$ cat config.mk
export PLATFORM = sky130hd
export DESIGN_NAME = regfile_write_arbiter
export DESIGN_NICKNAME = d
export VERILOG_FILES = /design/src/rtl/regfile_write_arbiter.sv
export SDC_FILE = /design/constraint.sdc
export NUM_CORES = 1
export LEC_CHECK = 0
export CAP_MARGIN = 20
export CELL_PAD_IN_SITES_DETAIL_PLACEMENT = 1
export CELL_PAD_IN_SITES_GLOBAL_PLACEMENT = 1
export CORE_ASPECT_RATIO = 0.5
export CORE_MARGIN = 5
export CORE_UTILIZATION = 30
export CTS_BUF_LIST = sky130_fd_sc_hd__clkbuf_4
export CTS_CLUSTER_DIAMETER = 60
export DETAILED_ROUTE_END_ITERATION = 10
export PLACE_DENSITY_LB_ADDON = 0.1
export SLEW_MARGIN = 0
export SYNTH_ARGS = -nofsm -noshare
export SYNTH_HDL_FRONTEND = slang
export SYNTH_SLANG_ARGS = --single-unit
export TNS_END_PERCENT = 1
$ cat constraint.sdc
create_clock -name clk -period 6.55 [get_ports clk]
set_input_delay 0.655 -clock clk [delete_from_list [all_inputs] [get_ports clk]]
set_output_delay 0.655 -clock clk [all_outputs]
set_load 0.005 [all_outputs]
$ cat src/rtl/regfile_write_arbiter.sv
// Merges ALU and load writebacks into the single register-file write port.
// Each source is buffered in its own FIFO; the mem source is forced through after STARVE_LIMIT lost cycles.
module regfile_write_arbiter #(
  parameter int DATA_WIDTH   = 64,
  parameter int ADDR_WIDTH   = 5,
  parameter int FIFO_DEPTH   = 2,
  parameter int STARVE_LIMIT = 3
) (
  input  logic                         clk,
  input  logic                         reset,
  input  logic                         flush,
  input  logic                         aluValid,
  input  logic [ADDR_WIDTH-1:0]        aluRegister,
  input  logic [DATA_WIDTH-1:0]        aluData,
  output logic                         aluReady,
  input  logic                         memValid,
  input  logic [ADDR_WIDTH-1:0]        memRegister,
  input  logic [DATA_WIDTH-1:0]        memData,
  output logic                         memReady,
  output logic [ADDR_WIDTH-1:0]        writeRegister,
  output logic [DATA_WIDTH-1:0]        writeData,
  output logic                         regWrite,
  output logic [(2**ADDR_WIDTH)-1:0]   pendingMask
);

  localparam int PW  = $clog2(FIFO_DEPTH);
  localparam int CW  = PW + 1;
  localparam int SW  = (STARVE_LIMIT < 1) ? 1 : $clog2(STARVE_LIMIT + 1);
  localparam int ALU = 0;
  localparam int MEM = 1;
  localparam logic [CW-1:0] FULL_CNT   = CW'(FIFO_DEPTH);
  localparam logic [SW-1:0] STARVE_MAX = SW'(STARVE_LIMIT);

  typedef enum logic [1:0] {IDLE = 2'd0, ALU_GRANT = 2'd1, MEM_GRANT = 2'd2} state_t;

  logic [ADDR_WIDTH-1:0] ent_reg_q [2][FIFO_DEPTH];
  logic [DATA_WIDTH-1:0] ent_dat_q [2][FIFO_DEPTH];
  logic [PW-1:0]         wp_q [2];
  logic [PW-1:0]         rp_q [2];
  logic [CW-1:0]         cnt_q [2];
  logic [CW-1:0]         cnt_d [2];
  logic [SW-1:0]         starve_q, starve_d;
  state_t                state_q, state_d;
  logic                  rdy_q;
  logic                  push [2];
  logic                  pop  [2];
  logic [ADDR_WIDTH-1:0] in_reg [2];
  logic [DATA_WIDTH-1:0] in_dat [2];
  logic                  hsrc;
  logic [ADDR_WIDTH-1:0] head_reg;
  logic [DATA_WIDTH-1:0] head_dat;
  logic [PW-1:0]         off;

  assign in_reg[ALU] = aluRegister;
  assign in_reg[MEM] = memRegister;
  assign in_dat[ALU] = aluData;
  assign in_dat[MEM] = memData;

  // Ready depends on registered occupancy only; a pop in the same cycle earns no credit.
  assign aluReady  = rdy_q & (cnt_q[ALU] != FULL_CNT);
  assign memReady  = rdy_q & (cnt_q[MEM] != FULL_CNT);
  assign push[ALU] = aluValid & aluReady & ~flush;
  assign push[MEM] = memValid & memReady & ~flush;
  assign pop[ALU]  = ~flush & (state_q == ALU_GRANT);
  assign pop[MEM]  = ~flush & (state_q == MEM_GRANT);

  assign hsrc     = (state_q == MEM_GRANT);
  assign head_reg = ent_reg_q[hsrc][rp_q[hsrc]];
  assign head_dat = ent_dat_q[hsrc][rp_q[hsrc]];

  // The grant for the coming cycle is chosen from next-cycle occupancy and starve count,
  // so the state register always names the source popped in the current cycle.
  always_comb begin
    for (int s = 0; s < 2; s++) begin
      if (flush) cnt_d[s] = '0;
      else       cnt_d[s] = cnt_q[s] + CW'(push[s]) - CW'(pop[s]);
    end
    if (flush || (cnt_q[MEM] == '0) || pop[MEM]) starve_d = '0;
    else if (starve_q == STARVE_MAX)              starve_d = starve_q;
    else                                          starve_d = starve_q + 1'b1;
    if ((cnt_d[MEM] != '0) && (starve_d == STARVE_MAX)) state_d = MEM_GRANT;
    else if (cnt_d[ALU] != '0)                          state_d = ALU_GRANT;
    else if (cnt_d[MEM] != '0)                          state_d = MEM_GRANT;
    else                                                state_d = IDLE;
  end

  always_ff @(posedge clk or posedge reset) begin
    if (reset) begin
      rdy_q         <= 1'b0;
      state_q       <= IDLE;
      starve_q      <= '0;
      regWrite      <= 1'b0;
      writeRegister <= '0;
      writeData     <= '0;
      for (int s = 0; s < 2; s++) begin
        wp_q[s]  <= '0;
        rp_q[s]  <= '0;
        cnt_q[s] <= '0;
      end
    end else begin
      rdy_q    <= 1'b1;
      state_q  <= state_d;
      starve_q <= starve_d;
      for (int s = 0; s < 2; s++) begin
        cnt_q[s] <= cnt_d[s];
        if (flush) begin
          wp_q[s] <= '0;
          rp_q[s] <= '0;
        end else begin
          if (push[s]) wp_q[s] <= wp_q[s] + 1'b1;
          if (pop[s])  rp_q[s] <= rp_q[s] + 1'b1;
        end
      end
      regWrite <= 1'b0;
      if (pop[ALU] | pop[MEM]) begin
        writeRegister <= head_reg;
        writeData     <= head_dat;
        regWrite      <= (head_reg != '0);
      end
    end
  end

  always_ff @(posedge clk) begin
    for (int s = 0; s < 2; s++) begin
      if (push[s]) begin
        ent_reg_q[s][wp_q[s]] <= in_reg[s];
        ent_dat_q[s][wp_q[s]] <= in_dat[s];
      end
    end
  end

  // A slot is live when its distance from the read pointer is below the occupancy.
  always_comb begin
    pendingMask = '0;
    off         = '0;
    for (int s = 0; s < 2; s++) begin
      for (int i = 0; i < FIFO_DEPTH; i++) begin
        off = PW'(i) - rp_q[s];
        if (CW'(off) < cnt_q[s]) pendingMask[ent_reg_q[s][i]] = 1'b1;
      end
    end
    if (regWrite) pendingMask[writeRegister] = 1'b1;
    pendingMask[0] = 1'b0;
  end

endmodule
### Yosys cells after proc, flatten, opt, wreduce, memory -nomap -nowiden

Memory sizes are Yosys's and may differ from the RTL's.
Cells that the tools add are included.

* bits in registers: 83
* bits in writable memories: 276
* input port bits: 143
* output and inout bits: 104
* memories kept: 2

* add/sub/neg operators: 13
* magnitude comparators: 20
* equal/unequal tests: 6
* muxes and demuxes: 54
* bitwise gates (word level): 18
* reduce and logical (&&, ||, !) cells: 18

Memory list
* ent_dat_q: depth 2, bits a word 128, read ports 1, clocked after memory_dff 0, write ports 2, RTL line 37 `logic [DATA_WIDTH-1:0] ent_dat_q [2][FIFO_DEPTH];`
* ent_reg_q: depth 2, bits a word 10, read ports 3, clocked after memory_dff 0, write ports 2, RTL line 36 `logic [ADDR_WIDTH-1:0] ent_reg_q [2][FIFO_DEPTH];`

Operator list (count)
* 64-bit 2-to-1 mux: 5
* 128-bit 2-to-1 mux: 2
* 32-bit 2-to-1 mux: 5
* 64-bit demux with 1-bit select: 2
* 32-bit bitwise OR: 4
* 5-bit by 6-bit less-than comparator with 1-bit output (second input constant): 5
* 1-bit demux with 5-bit select: 5
* 5-bit by 1-bit >= comparator with 1-bit output (second input constant): 5
* 5-bit 2-to-1 mux: 5
* 10-bit 2-to-1 mux: 2
* 1-bit 2-to-1 mux: 19
* 2-bit 2-to-1 mux: 7
* 2-bit nonzero test: 6
* 5-bit demux with 1-bit select: 2
* 1-bit AND: 8
* 2-bit >= comparator (second input constant): 4
* 1-bit logical AND: 8
* 1-bit by 2-bit less-than comparator with 1-bit output: 4
* 1-bit NOT with 2-bit output: 4
* 2-bit == test (second input constant): 3
* 5-bit nonzero test: 1
* 1-bit adder (second input constant): 4
* 2-bit by 1-bit adder with 2-bit output: 2
* 2-bit by 1-bit less-than comparator with 1-bit output (second input constant): 2
* other kinds (9): 15

### Logic depth before layout (Yosys ltp)

Gate-level depths: netlist (run 1).
An unclocked memory read counts as a cell.

* word-level depth: 14
* mapped depth: 10

### Worst setup path after synthesis (run 1)

Ideal clock, no wire load.

* path type: input port to flip-flop
* start: in flush
* end: mem ent_dat_q[0][0] (netlist bit) (enable)
* arrival: 6.125 ns
* slack: -0.170 ns
* stages on the path: 3
* cell sequence: clkbuf_1 > clkbuf_1 > nor3b_1

RTL lines
* start: declaration: RTL line 11 `input logic flush,`
* end: declaration: RTL line 37

### Final worst setup path (run 1)

* start: reg rp_q[0] (netlist bit)
* end: out pendingMask[8]

* longest elaborated chain between the ends: 7
* elaborated cells between the ends (all ways): 9

Ends and longest elaborated chain
* start: declaration: RTL line 39 `logic [PW-1:0] rp_q [2];`
* start signal: indexed assignment: RTL line 111 `if (pop[s]) rp_q[s] <= rp_q[s] + 1'b1;`
* 1-bit subtractor: RTL line 138 `off = PW'(i) - rp_q[s];`
* 1-bit by 2-bit less-than comparator with 1-bit output: RTL line 139 `if (CW'(off) < cnt_q[s]) pendingMask[ent_reg_q[s][i]] = 1'b1;`
* 32-bit 2-to-1 mux: RTL line 139
* 32-bit bitwise OR (no source line)
* 32-bit 2-to-1 mux *: RTL line 139
* 32-bit bitwise OR (no source line)
* 32-bit 2-to-1 mux *: RTL line 142 `if (regWrite) pendingMask[writeRegister] = 1'b1;`
* end: declaration: RTL line 23 `output logic [(2**ADDR_WIDTH)-1:0] pendingMask`

Mark *: on every way between the ends. The rest lies on a longest branch, timed or not.

==> results of run 1 <==
state kept, by name, summed over array words and instances (netlist names):
signal	flops
ent_dat_q	256
writeData	64
ent_reg_q	20
writeRegister	5
cnt_q	4
rp_q	2
starve_q	2
state_q	2
wp_q	2
rdy_q	1
regWrite	1
cell usage in the layout (no fill, tap or decap), drive strengths merged, types with 13 or more instances in the layout:
master         netlist  final
edfxtp             276    276
clkdlybuf4s50        0    245
clkbuf              41    147
nor2                85     85
dfrtp               83     83
mux2i               78     78
nand2               77     77
mux2                69     69
a21oi               67     67
o21ai               67     67
nand3               17     17
inv                 12     15
o22ai               14     14
o221ai              14     14
a221o               14     14
clkinv               0     14
nand4               13     13
buf                 31     13
nor3b               13     13
routing by layer:
metal | global-route usage | routed length, µm
met3 | 0.0324 | 1540
met5 | 0 | 0
met1 | 0.190 | 18700
met4 | 0.0473 | 752
met2 | 0.299 | 24200
worst min path at each step:
stage                         end  slack [ns]
floorplan             starve_q[0]        0.43
global placement      starve_q[0]        0.44
detailed placement    starve_q[0]        0.46
CTS                 writeData[51]        0.28
global route        writeData[51]        0.31
finish              writeData[51]        0.36
through the flow:
stage,util,std cells
6_report,0.389,2111
4_1_cts,0.389,2109
3_5_place_dp,0.364,1942
5_1_grt,0.389,2111
3_3_place_gp,0.364,1942
2_1_floorplan,-,1096
logic make-up after synthesis:
family	after synthesis	synth area share
flip-flops	359	0.684
AND/OR/NAND/NOR	283	0.0949
AO/OA/AOI/OAI	210	0.0867
multiplexers	147	0.103
buffers and inverters	84	0.0238
XOR/XNOR	9	0.00520
adder cells (fa/ha/maj)	2	0.00165
other	2	0.000496
final cells by class:
class                      instances  share of cell area
antenna                            2            0.000257
clock buffer                     147              0.0566
clock inverter                    20             0.00636
inverter                          12             0.00244
multi-input combinational        653               0.229
sequential                       359               0.532
tap                              660              0.0424
timing repair buffer             258               0.131
report_power, final:
part,internal [mW],switching (mW)
logic,1.04,1.09
clock network,1.06,0.941
registers,2.78,0.300
total,4.89,2.33
==> impl_metrics.py, run 1 <==
metrics = {
    "worst_setup_path": {
        "critPathSlowestCell": "a211oi_1",
        "r2r_start": "state_q[0]",
        "worst-path-buf-inv": 1,
        "path_delay_family": "compound AO/OA/AOI/OAI gates",
        "crit_path_start": "rp_q[0]",
        "reg2reg_depth": 4,
        "critPathMaxStageDelay_ns": 0.99,
        "cp.depth": 5,
        "path_max_fanout": 30,
        "crit_path_end_kind": "output port",
        "r2r-end": "writeData[17]",
        "crit_end": "pendingMask[8]",
        "rrSetupSlack_ns": 3.79,
        "start_kind": "flip-flop",
        "required_ns": 5.89,
        "crit_chain": "nand2b_1 > a211oi_1 > a22oi_1 > nand3_1 > clkdlybuf4s50_1",
        "worstPathArrival_ns": 3.65,
        "critPathKind": "reg -> out",
    },
    "detailed_routing": {
        "drc": 0,
        "wire_per_inst_um": 21.4,
        "dr_total_vias": 10177,
        "drt-pass1-iter-count": 6,
        "dr.first_iter.drc_count": 471,
        "drtAntennaViolNets": 0,
        "post_drt_via_cell_ratio": 4.82,
        "routed_wl_um": 45200,
    },
    "run": {
        "drv_cap": 0,
    },
    "placed_design": {
        "gp_congestion": 0.780,
        "port_buffers": 245,
        "hpwl_um": 29800,
        "place_area_mm2": 0.0182,
        "place_ws_ns": 2.99,
    },
    "synthesis": {
        "yosys_most_used_dff": "edfxtp_1",
        "syn_area_mm2": 0.0151,
        "synth_nets": 1241,
        "ys_top_cells_by_area": "edfxtp_1, dfrtp_1, mux2i_1, mux2_2, a21oi_1",
        "syn_inst": 1096,
        "synth.avg_cell_area_um2": 13.8,
        "synthTopCellsByCount": "edfxtp_1, nor2_1, dfrtp_1",
        "synth_top_area_frac": 0.547,
        "synth_edf_count": 276,
        "yosysMostFrequentCell": "edfxtp_1",
        "yosysWarnings": 0,
        "synth_seq_area_share": 0.684,
        "synthDistinctLibCells": 54,
        "synth_top_area_cell": "edfxtp_1",
        "synth-seq-cells": 359,
        "synthArstFlopShare": 0.231,
    },
    "timing": {
        "tightest_slew_ns": 1.19,
        "hold_slack_ns": 0.358,
        "hold_violations": 0,
        "finalMaxSlewViolations": 0,
        "final.setup.worst_slack_ns": 2.24,
        "fmax_mhz": 232,
        "fin_tns_setup_ns": 0,
        "min_period_over_period": 0.657,
        "finalSetupViolations": 0,
        "relSlewSlack": 0.205,
        "rsz0062_at_grt": "false",
        "fin_skew_ns": 0.0662,
        "timing.final.crit_period_ns": 4.31,
    },
    "clocking": {
        "clk_pin_slew_ns": 0.07,
        "root_buffer": "clkbuf_4",
        "postCtsSetupBuffers": 0,
        "cts_tree": "yes",
        "cts_hold_repair.buffers": 0,
        "cts_resized": 0,
        "insertion_delay_ns": 0.77,
        "htreeDepth": 3,
        "clock-sinks": 359,
        "clockBufferDepth": 3,
        "cts-buffers-inserted": 90,
    },
    "grt": {
        "grt_util_all_layers": 0.161,
        "grt_pass1_vias": 11204,
        "grt_pass1_wl_um": 68200,
        "grt_overflow": 0,
        "antenna_found_initial": 2,
        "grt_max_degree": 78,
    },
    "die": {
        "io_pins": 247,
        "core_mm2": 0.0501,
        "row_count": 58,
        "initial_core_util": 0.302,
        "die_x_um": 328,
        "die_h_um": 169,
        "dieArea_mm2": 0.0553,
    },
    "layout": {
        "drive_above_1_share": 0.178,
        "multi_input_area_mm2": 0.00445,
        "area_growth_syn_to_layout_pct": 28.6,
        "final_area_mm2": 0.0195,
        "nets": 1519,
        "regArea_mm2": 0.0104,
        "fill_cells": 5309,
    },
    "hold_path": {
        "hp-class": "in -> async",
    },
    "pwr": {
        "vdd_ir_drop_max_mv": 0.136,
        "powerDensity_mw_per_mm2": 370,
        "p_total_mw": 7.21,
        "power_leakage_nw": 6.79,
    },
    "outcome": {
        "status": "finished clean",
    },
}
Power figures use the tool's default switching activity.
==> run 2, diff against run 1 <==
==> constraint.sdc (replaced) <==
create_clock -name clk -period 3.9 [get_ports clk]
set_input_delay 0.39 -clock clk [delete_from_list [all_inputs] [get_ports clk]]
set_output_delay 0.39 -clock clk [all_outputs]
set_load 0.005 [all_outputs]
==> run 2 against run 1 <==
Via count grew 0.11%. Utilization up 0.39 points. Worst setup slack worse by 1.8 ns. Largest power group unchanged. Clock skew shrank 0.020 ns. Non-clock buffer count rose by 11. Combinational power increased by 73%. Final cell count increased by 0.57%. Critical endpoint is now pendingMask[28]. Sequential share of layout area is 0.53 points lower.
==> impl_metrics.py, run 2 (synthesis results as in run 1) <==
metrics = {
    "hold_path": {
        "hold_path_end": "ent_dat_q[1][52]",
        "hold_depth": 1,
        "hp-class": "in -> reg",
        "min_from": "memData[52]",
    },
    "pwr": {
        "vdd_ir_drop_max_mv": 0.202,
        "power_leakage_nw": 6.87,
        "powerDensity_mw_per_mm2": 614,
        "p_total_mw": 12.1,
    },
    "layout": {
        "drive_above_1_share": 0.183,
        "layout_commonest_cell": "edfxtp_1",
        "fill_cells": 5280,
        "multi_input_area_mm2": 0.00448,
        "largest_reg_flops": 256,
        "nets": 1530,
        "regArea_mm2": 0.0104,
        "area_growth_syn_to_layout_pct": 29.9,
        "final_cell_mix": "edfxtp_1, clkdlybuf4s50_1, clkbuf_4",
    },
    "worst_setup_path": {
        "critPathKind": "reg -> out",
        "worstPathArrival_ns": 3.04,
        "critPathMaxStageDelay_ns": 0.50,
        "rrSetupSlack_ns": 1.28,
        "critPathSlowestCell": "dfrtp_4",
        "reg2reg_depth": 6,
        "crit_path_end_kind": "output port",
        "r2r-end": "regWrite",
        "start_kind": "flip-flop",
        "path_max_fanout": 14,
        "r2r_start": "rp_q[1]",
        "required_ns": 3.51,
        "crit_chain": "a21o_1 > nor3b_4 > nor2b_1 > or4_1 > clkdlybuf4s50_1",
    },
    "clocking": {
        "clk_pin_slew_ns": 0.07,
        "postCtsSetupBuffers": 0,
        "htreeDepth": 3,
        "clockBufferDepth": 3,
        "insertion_delay_ns": 0.76,
        "cts-buffers-inserted": 90,
        "root_buffer": "clkbuf_4",
        "cts_tree": "yes",
        "cts_hold_repair.buffers": 1,
        "clock-sinks": 359,
        "cts_resized": 0,
    },
    "die": {
        "die_x_um": 328,
        "die_h_um": 169,
        "row_count": 58,
        "io_pins": 247,
        "dieArea_mm2": 0.0553,
        "initial_core_util": 0.302,
        "core_mm2": 0.0501,
    },
    "timing": {
        "fin_skew_ns": 0.0457,
        "finalSetupViolations": 0,
        "timing.final.crit_period_ns": 3.43,
        "min_period_over_period": 0.879,
        "tightest_slew_ns": 0.858,
        "finalMaxSlewViolations": 0,
        "fmax_mhz": 292,
        "final.setup.worst_slack_ns": 0.474,
        "rsz0062_at_grt": "false",
        "relSlewSlack": 0.428,
        "hold_violations": 0,
        "hold_slack_ns": 0.212,
    },
    "grt": {
        "grt_max_degree": 70,
        "grt_pass1_wl_um": 67500,
        "grt_pass1_vias": 11353,
        "grt_overflow": 0,
        "grt_util_all_layers": 0.159,
        "antenna_found_initial": 3,
    },
    "detailed_routing": {
        "drtAntennaViolNets": 0,
        "dr.first_iter.drc_count": 401,
        "dr_total_vias": 10188,
        "drc": 0,
        "post_drt_via_cell_ratio": 4.80,
        "routed_wl_um": 44700,
        "wire_per_inst_um": 21.1,
        "drt-pass1-iter-count": 4,
    },
    "placed_design": {
        "port_buffers": 245,
        "place_ws_ns": 1.22,
        "gp_congestion": 0.797,
        "hpwl_um": 29800,
    },
    "outcome": {
        "status": "finished clean",
    },
    "run": {
        "drv_cap": 0,
    },
}
## run 2: layer usage
layer  global-route usage  part of all wire
met1                0.187              0.42
met2                0.295              0.53
met3               0.0320             0.032
met4               0.0478             0.018
met5                    0                 0
## run 2: how the worst max path moves through the flow
stage | slack (ns) | cells past startpoint | start | endpoint
floorplan | -0.14 | 3 | flush | ent_dat_q[0][0]
global placement | 1.24 | 5 | rp_q[1] | pendingMask[28]
detailed placement | 1.22 | 5 | rp_q[1] | pendingMask[28]
CTS | 0.34 | 5 | rp_q[1] | pendingMask[28]
global route | 0.27 | 5 | rp_q[1] | pendingMask[28]
finish | 0.47 | 5 | rp_q[1] | pendingMask[28]
## run 2: area by class of cell
type,count,share of cell area
sequential,359,0.527
clock buffer,144,0.0549
antenna,3,0.000382
inverter,12,0.00242
multi-input combinational,653,0.228
tap,660,0.0420
timing repair buffer,269,0.139
clock inverter,23,0.00661
## run 2: worst max-delay path: cells and delay by family (launching register included)
kind | cells | cell delay [ns]
AOI/OAI and AO/OA | 1 | 0.38
buffers and inverters | 1 | 0.48
DFF | 1 | 0.50
and+or+nand+nor | 3 | 0.94
## run 2: per-stage QoR
step	instances	utilization	area [µm²]	TNS [ns]
final	2123	0.393	19700	0
after global placement	1952	0.368	18400	0
after global routing	2123	0.393	19700	0
after detailed placement	1952	0.368	18400	0
after floorplan	1096	-	15200	-16.20
after CTS	2120	0.393	19700	0
## run 2: power by group
| group | leakage (nW) | total [mW] | switching (mW) | internal, mW |
|---|---|---|---|---|
| combinational | 2.61 | 3.68 | 1.89 | 1.80 |
| sequential | 3.54 | 5.09 | 0.411 | 4.68 |
| clock | 0.716 | 3.31 | 1.56 | 1.74 |
==> RTL change 1, RTL diff (settings of run 1) <==
Encoding of `state_t`: now one-hot (3 bits for 3 states).
--- a/src/rtl/regfile_write_arbiter.sv
+++ b/src/rtl/regfile_write_arbiter.sv
@@ -33,3 +33,3 @@
 
-  typedef enum logic [1:0] {IDLE = 2'd0, ALU_GRANT = 2'd1, MEM_GRANT = 2'd2} state_t;
+  typedef enum logic [2:0] {IDLE = 3'b001, ALU_GRANT = 3'b010, MEM_GRANT = 3'b100} state_t;
 
Formal check against the unedited RTL: same outputs for any inputs over 4 cycles, from zero or initial values and one cycle with reset high; so few cycles prove little.
==> RTL change 1 against run 1 <==
Clock power decreased by 2%. Final area decreased by 0.21%. Largest cell class unchanged. Final cell count decreased by 0.52%. Area after synthesis decreased by 0.26%. Setup slack improved by 0.023 ns. Die area decreased by 0.25%. Critical path depth unchanged. Global-route usage decreased by 0.20 points. Critical path type unchanged. Total power decreased by 15%. Sequential cell count increased by 1. Routed wire length decreased by 0.77%.
==> RTL change 1: results <==
metrics = {
    "status": {
        "status": "complete, no violations",
    },
    "place": {
        "dp_cells": 1938,
        "place_area_mm2": 0.0182,
        "dp_hpwl_mm": 28.7,
        "pre_cts_ws_ns": 2.87,
    },
    "setup_path": {
        "r2r_slack_ns": 3.89,
        "r2r_cells": 5,
        "slowest_stage": "a21oi_2",
        "rr_endpoint": "ent_dat_q[1][48]$_DFFE_PP_",
        "worstPathMaxFanout": 18,
        "critPathArrivalTime_ns": 3.63,
        "worstReg2RegStart": "cnt_q[1]$_DFF_PP0_",
    },
    "global_route": {
        "antenna_found_initial": 1,
        "grt_pass1_vias": 11153,
        "grt_usage_pct": 15.9,
    },
    "drt": {
        "wl_mm": 44.9,
        "wl_met3_mm": 1.89,
        "drt_iter0_drc": 596,
        "vias": 10077,
        "wirelength_met1_mm": 17.9,
    },
    "power": {
        "power_leakage_nw": 6.89,
        "pg_comb_w": 0.00115,
        "ir_worst_vdd_mv": 0.0989,
        "power_switching_w": 0.00165,
        "comb_power_share_pct": 18.9,
    },
    "synth": {
        "async_flop_share_pct": 23.3,
        "synth_area_leaders": "edfxtp_1, dfrtp_1, mux2i_1",
        "ys_top_cells_by_count": "edfxtp_1, nand2_1, o21ai_1, dfrtp_1, mux2i_1",
        "syn_nets": 1236,
        "yosysUniqueCellTypes": 56,
    },
    "timing": {
        "worst_slew_pin_slew_ns": 1.11,
        "hold_ws_ns": 0.248,
    },
    "layout": {
        "instances_no_fill": 2100,
        "nets": 1514,
        "layout-drive-gt1-share_pct": 18.2,
    },
}
==> RTL change 1: changes by cell type after synthesis, sizes merged, moves of 7 or more <==
cell	run 1	this run
nor4b	0	9
nor2	85	24
nand4	13	0
nand4b	11	0
nor4	1	11
o22ai	14	34
nand2	77	135
a22oi	10	1
a221o	14	0
o21ai	67	130
a221oi	1	8
a21oi	67	9
or3b	5	12
nand3	17	8
==> RTL change 1: layout make-up <==
| cell class | instances | area [um2] |
|---|---|---|
| clock inverter | 13 | 95.1 |
| inverter | 11 | 43.8 |
| timing repair buffer | 259 | 2560 |
| antenna | 1 | 2.50 |
| sequential | 360 | 10400 |
| multi-input combinational | 648 | 4410 |
| fill | 5211 | 30600 |
| tap | 660 | 826 |
| clock buffer | 148 | 1110 |
==> RTL change 1: how the worst max path moves through the flow <==
stage | from | to | slack [ns] | cells after the start
2_1_floorplan | flush | ent_dat_q[0][0]$_DFFE_PP_ | -0.13 | 3
3_3_place_gp | flush | writeRegister[0]$_DFFE_PP0P_ | 2.91 | 4
3_5_place_dp | flush | writeRegister[0]$_DFFE_PP0P_ | 2.87 | 4
4_1_cts | rp_q[1]$_DFFE_PP0P_ | pendingMask[25] | 2.17 | 5
5_1_grt | rp_q[1]$_DFFE_PP0P_ | pendingMask[25] | 2.04 | 5
6_report | rp_q[0]$_DFFE_PP0P_ | pendingMask[27] | 2.27 | 5
==> RTL change 1: cell families (layout without fill, tap and decap cells) <==
group / after synthesis / in the layout / share of synthesized area, %
and+or+nand+nor: 266 / 266 / 8.99
muxes: 149 / 149 / 10.5
adders and majority gates: 2 / 2 / 0.166
xor gates and xnor gates: 9 / 9 / 0.522
DFF: 360 / 360 / 68.8
AOI/OAI and AO/OA: 220 / 220 / 8.78
buffers and inverters: 83 / 431 / 2.20
other: 2 / 3 / 0.0497
==> RTL change 2, RTL diff (flow settings as in run 1) <==
Without the edit above. Set the parameter `STARVE_LIMIT` to 6 (it was 3).
--- a/src/rtl/regfile_write_arbiter.sv
+++ b/src/rtl/regfile_write_arbiter.sv
@@ -6,3 +6,3 @@
   parameter int FIFO_DEPTH   = 2,
-  parameter int STARVE_LIMIT = 3
+  parameter int STARVE_LIMIT = 6
 ) (
Formal check against the unedited RTL: same outputs for any inputs over 4 cycles, from zero or initial values and one cycle with reset high; that may be too few to reach the edited logic, so the function may still have changed.
==> RTL change 2 against run 1 <==
Global-route usage increased by 0.42 points. Clock skew decreased by 0.023 ns. Final area decreased by 1.8%. Count of clock-buffer cells in the layout decreased by 2. Via count decreased by 2.7%. Setup slack improved by 0.12 ns. Non-clock buffer count increased by 4. Sequential cell count increased by 1. Die area decreased by 0.96%. Fmax increased by 2.8%. Area after synthesis decreased by 1.0%. Total power decreased by 3.6%. Routed wire length increased by 2.6%.
==> RTL change 2: results <==
metrics = {
    "timing": {
        "worst_slew_pin_slew_ns": 1.30,
        "fin_worst_skew_ns": 0.0431,
    },
    "min_path": {
        "hp-class": "in2async",
    },
    "drt": {
        "drt_iter0_drc": 530,
        "vias_per_cell": 5.00,
        "first_pass_iters": 4,
        "wl_mm": 46.4,
    },
    "global_route": {
        "grt_pass1_wl_mm": 68.9,
        "antenna_found_initial": 4,
        "grt_use_met2_pct": 30.9,
        "grt_pass1_vias": 10974,
        "use_met3_pct": 3.76,
        "grt_use_met1_pct": 19.0,
        "grt_usage_pct": 16.5,
        "grt_max_degree": 130,
    },
    "synth": {
        "syn_nets": 1110,
        "synthMuxAreaShare_pct": 10.0,
        "synthAdderAreaFrac_pct": 0.334,
        "ys_seq_area_share_pct": 69.3,
        "async_flop_share_pct": 23.3,
        "ys_top_cells_by_count": "edfxtp_1, mux2i_1, dfrtp_1, nand2_1, o221ai_1",
        "yosysUniqueCellTypes": 67,
        "synth_compound_area_share_pct": 9.36,
        "synth_area_leaders": "edfxtp_1, dfrtp_1, mux2i_1",
        "synth-xor-area-share_pct": 0.467,
    },
    "status": {
        "status": "complete, no violations",
    },
    "place": {
        "place_area_mm2": 0.0180,
        "dp_hpwl_mm": 29.1,
        "gp_congestion": 0.852,
    },
    "clocking": {
        "clk_latency_ns": 0.74,
        "clkTransAtPathRegs_ns": 0.07,
    },
    "setup_path": {
        "worstPathMaxFanout": 9,
        "crit_path_end": "pendingMask[31]",
        "r2r_slack_ns": 3.69,
        "worstReg2RegStart": "cnt_q[1]$_DFF_PP0_",
        "r2r_cells": 5,
        "critPathArrivalTime_ns": 3.54,
        "rr_endpoint": "ent_dat_q[1][63]$_DFFE_PP_",
    },
    "power": {
        "power_leakage_nw": 7.46,
        "ir_worst_vdd_mv": 0.384,
    },
    "layout": {
        "layout-drive-gt1-share_pct": 14.4,
        "largest_reg_flops": 256,
        "nets": 1403,
        "n_fill_cell": 5050,
    },
}
[RTL change 2: cell types whose count changed after synthesis, moves of 9 or more]
cell,run 1,this run
mux2_2,69,1
a21oi_1,67,3
mux2i_1,78,142
o21ai_0,66,2
nor2_1,85,22
o221ai_1,14,75
buf_2,27,4
o211ai_1,2,16
buf_12,0,12
nand4b_1,11,1
nand3_1,17,8
[RTL change 2: layout make-up]
cell class              instances  area [um2]  share of cell area [%]
diodes                          4        10.0                  0.0523
clock buffers                 145        1090                    5.69
clock inverters                18        68.8                   0.360
inverters                      15        58.8                   0.307
multi-input cells             527        4120                    21.5
flip-flops and latches        360       10400                    54.3
well taps                     649         812                    4.24
repair buffers                262        2580                    13.5
[RTL change 2: stage by stage]
step / utilization (%) / power [W] / setup slack [ns] / instances / hold slack [ns]
after floorplan: - / 0.00426 / 0.0357 / 963 / 0.480
after global placement: 36.6 / 0.00510 / 2.88 / 1810 / 0.472
after detailed placement: 36.7 / 0.00515 / 2.76 / 1812 / 0.476
after CTS: 39.0 / 0.00709 / 2.17 / 1975 / 0.238
after global routing: 39.0 / 0.00737 / 2.09 / 1980 / 0.240
final: 39.0 / 0.00695 / 2.36 / 1980 / 0.322
[RTL change 2: where the power goes]
group | switching, W | internal (W)
Combinational | 0.00101 | 0.00101
Sequential | 0.000261 | 0.00278
Clock | 0.000896 | 0.000999
Total | 0.00217 | 0.00479
[RTL change 2: routing by layer]
metal  up-vias  part of all wire, %
li1       4473                    -
met4         0                  2.5
met3        89                  3.8
met1      5095                   40
met5         -                    0
met2       244                   54
[RTL change 2: worst max-delay path: stages (launching register included)]
cell and delay [ns]:
dfrtp_1 0.66, nor2b_1 0.18, o211ai_1 0.90, o221ai_1 0.23, a221o_1 0.35, clkdlybuf4s50_1 0.46
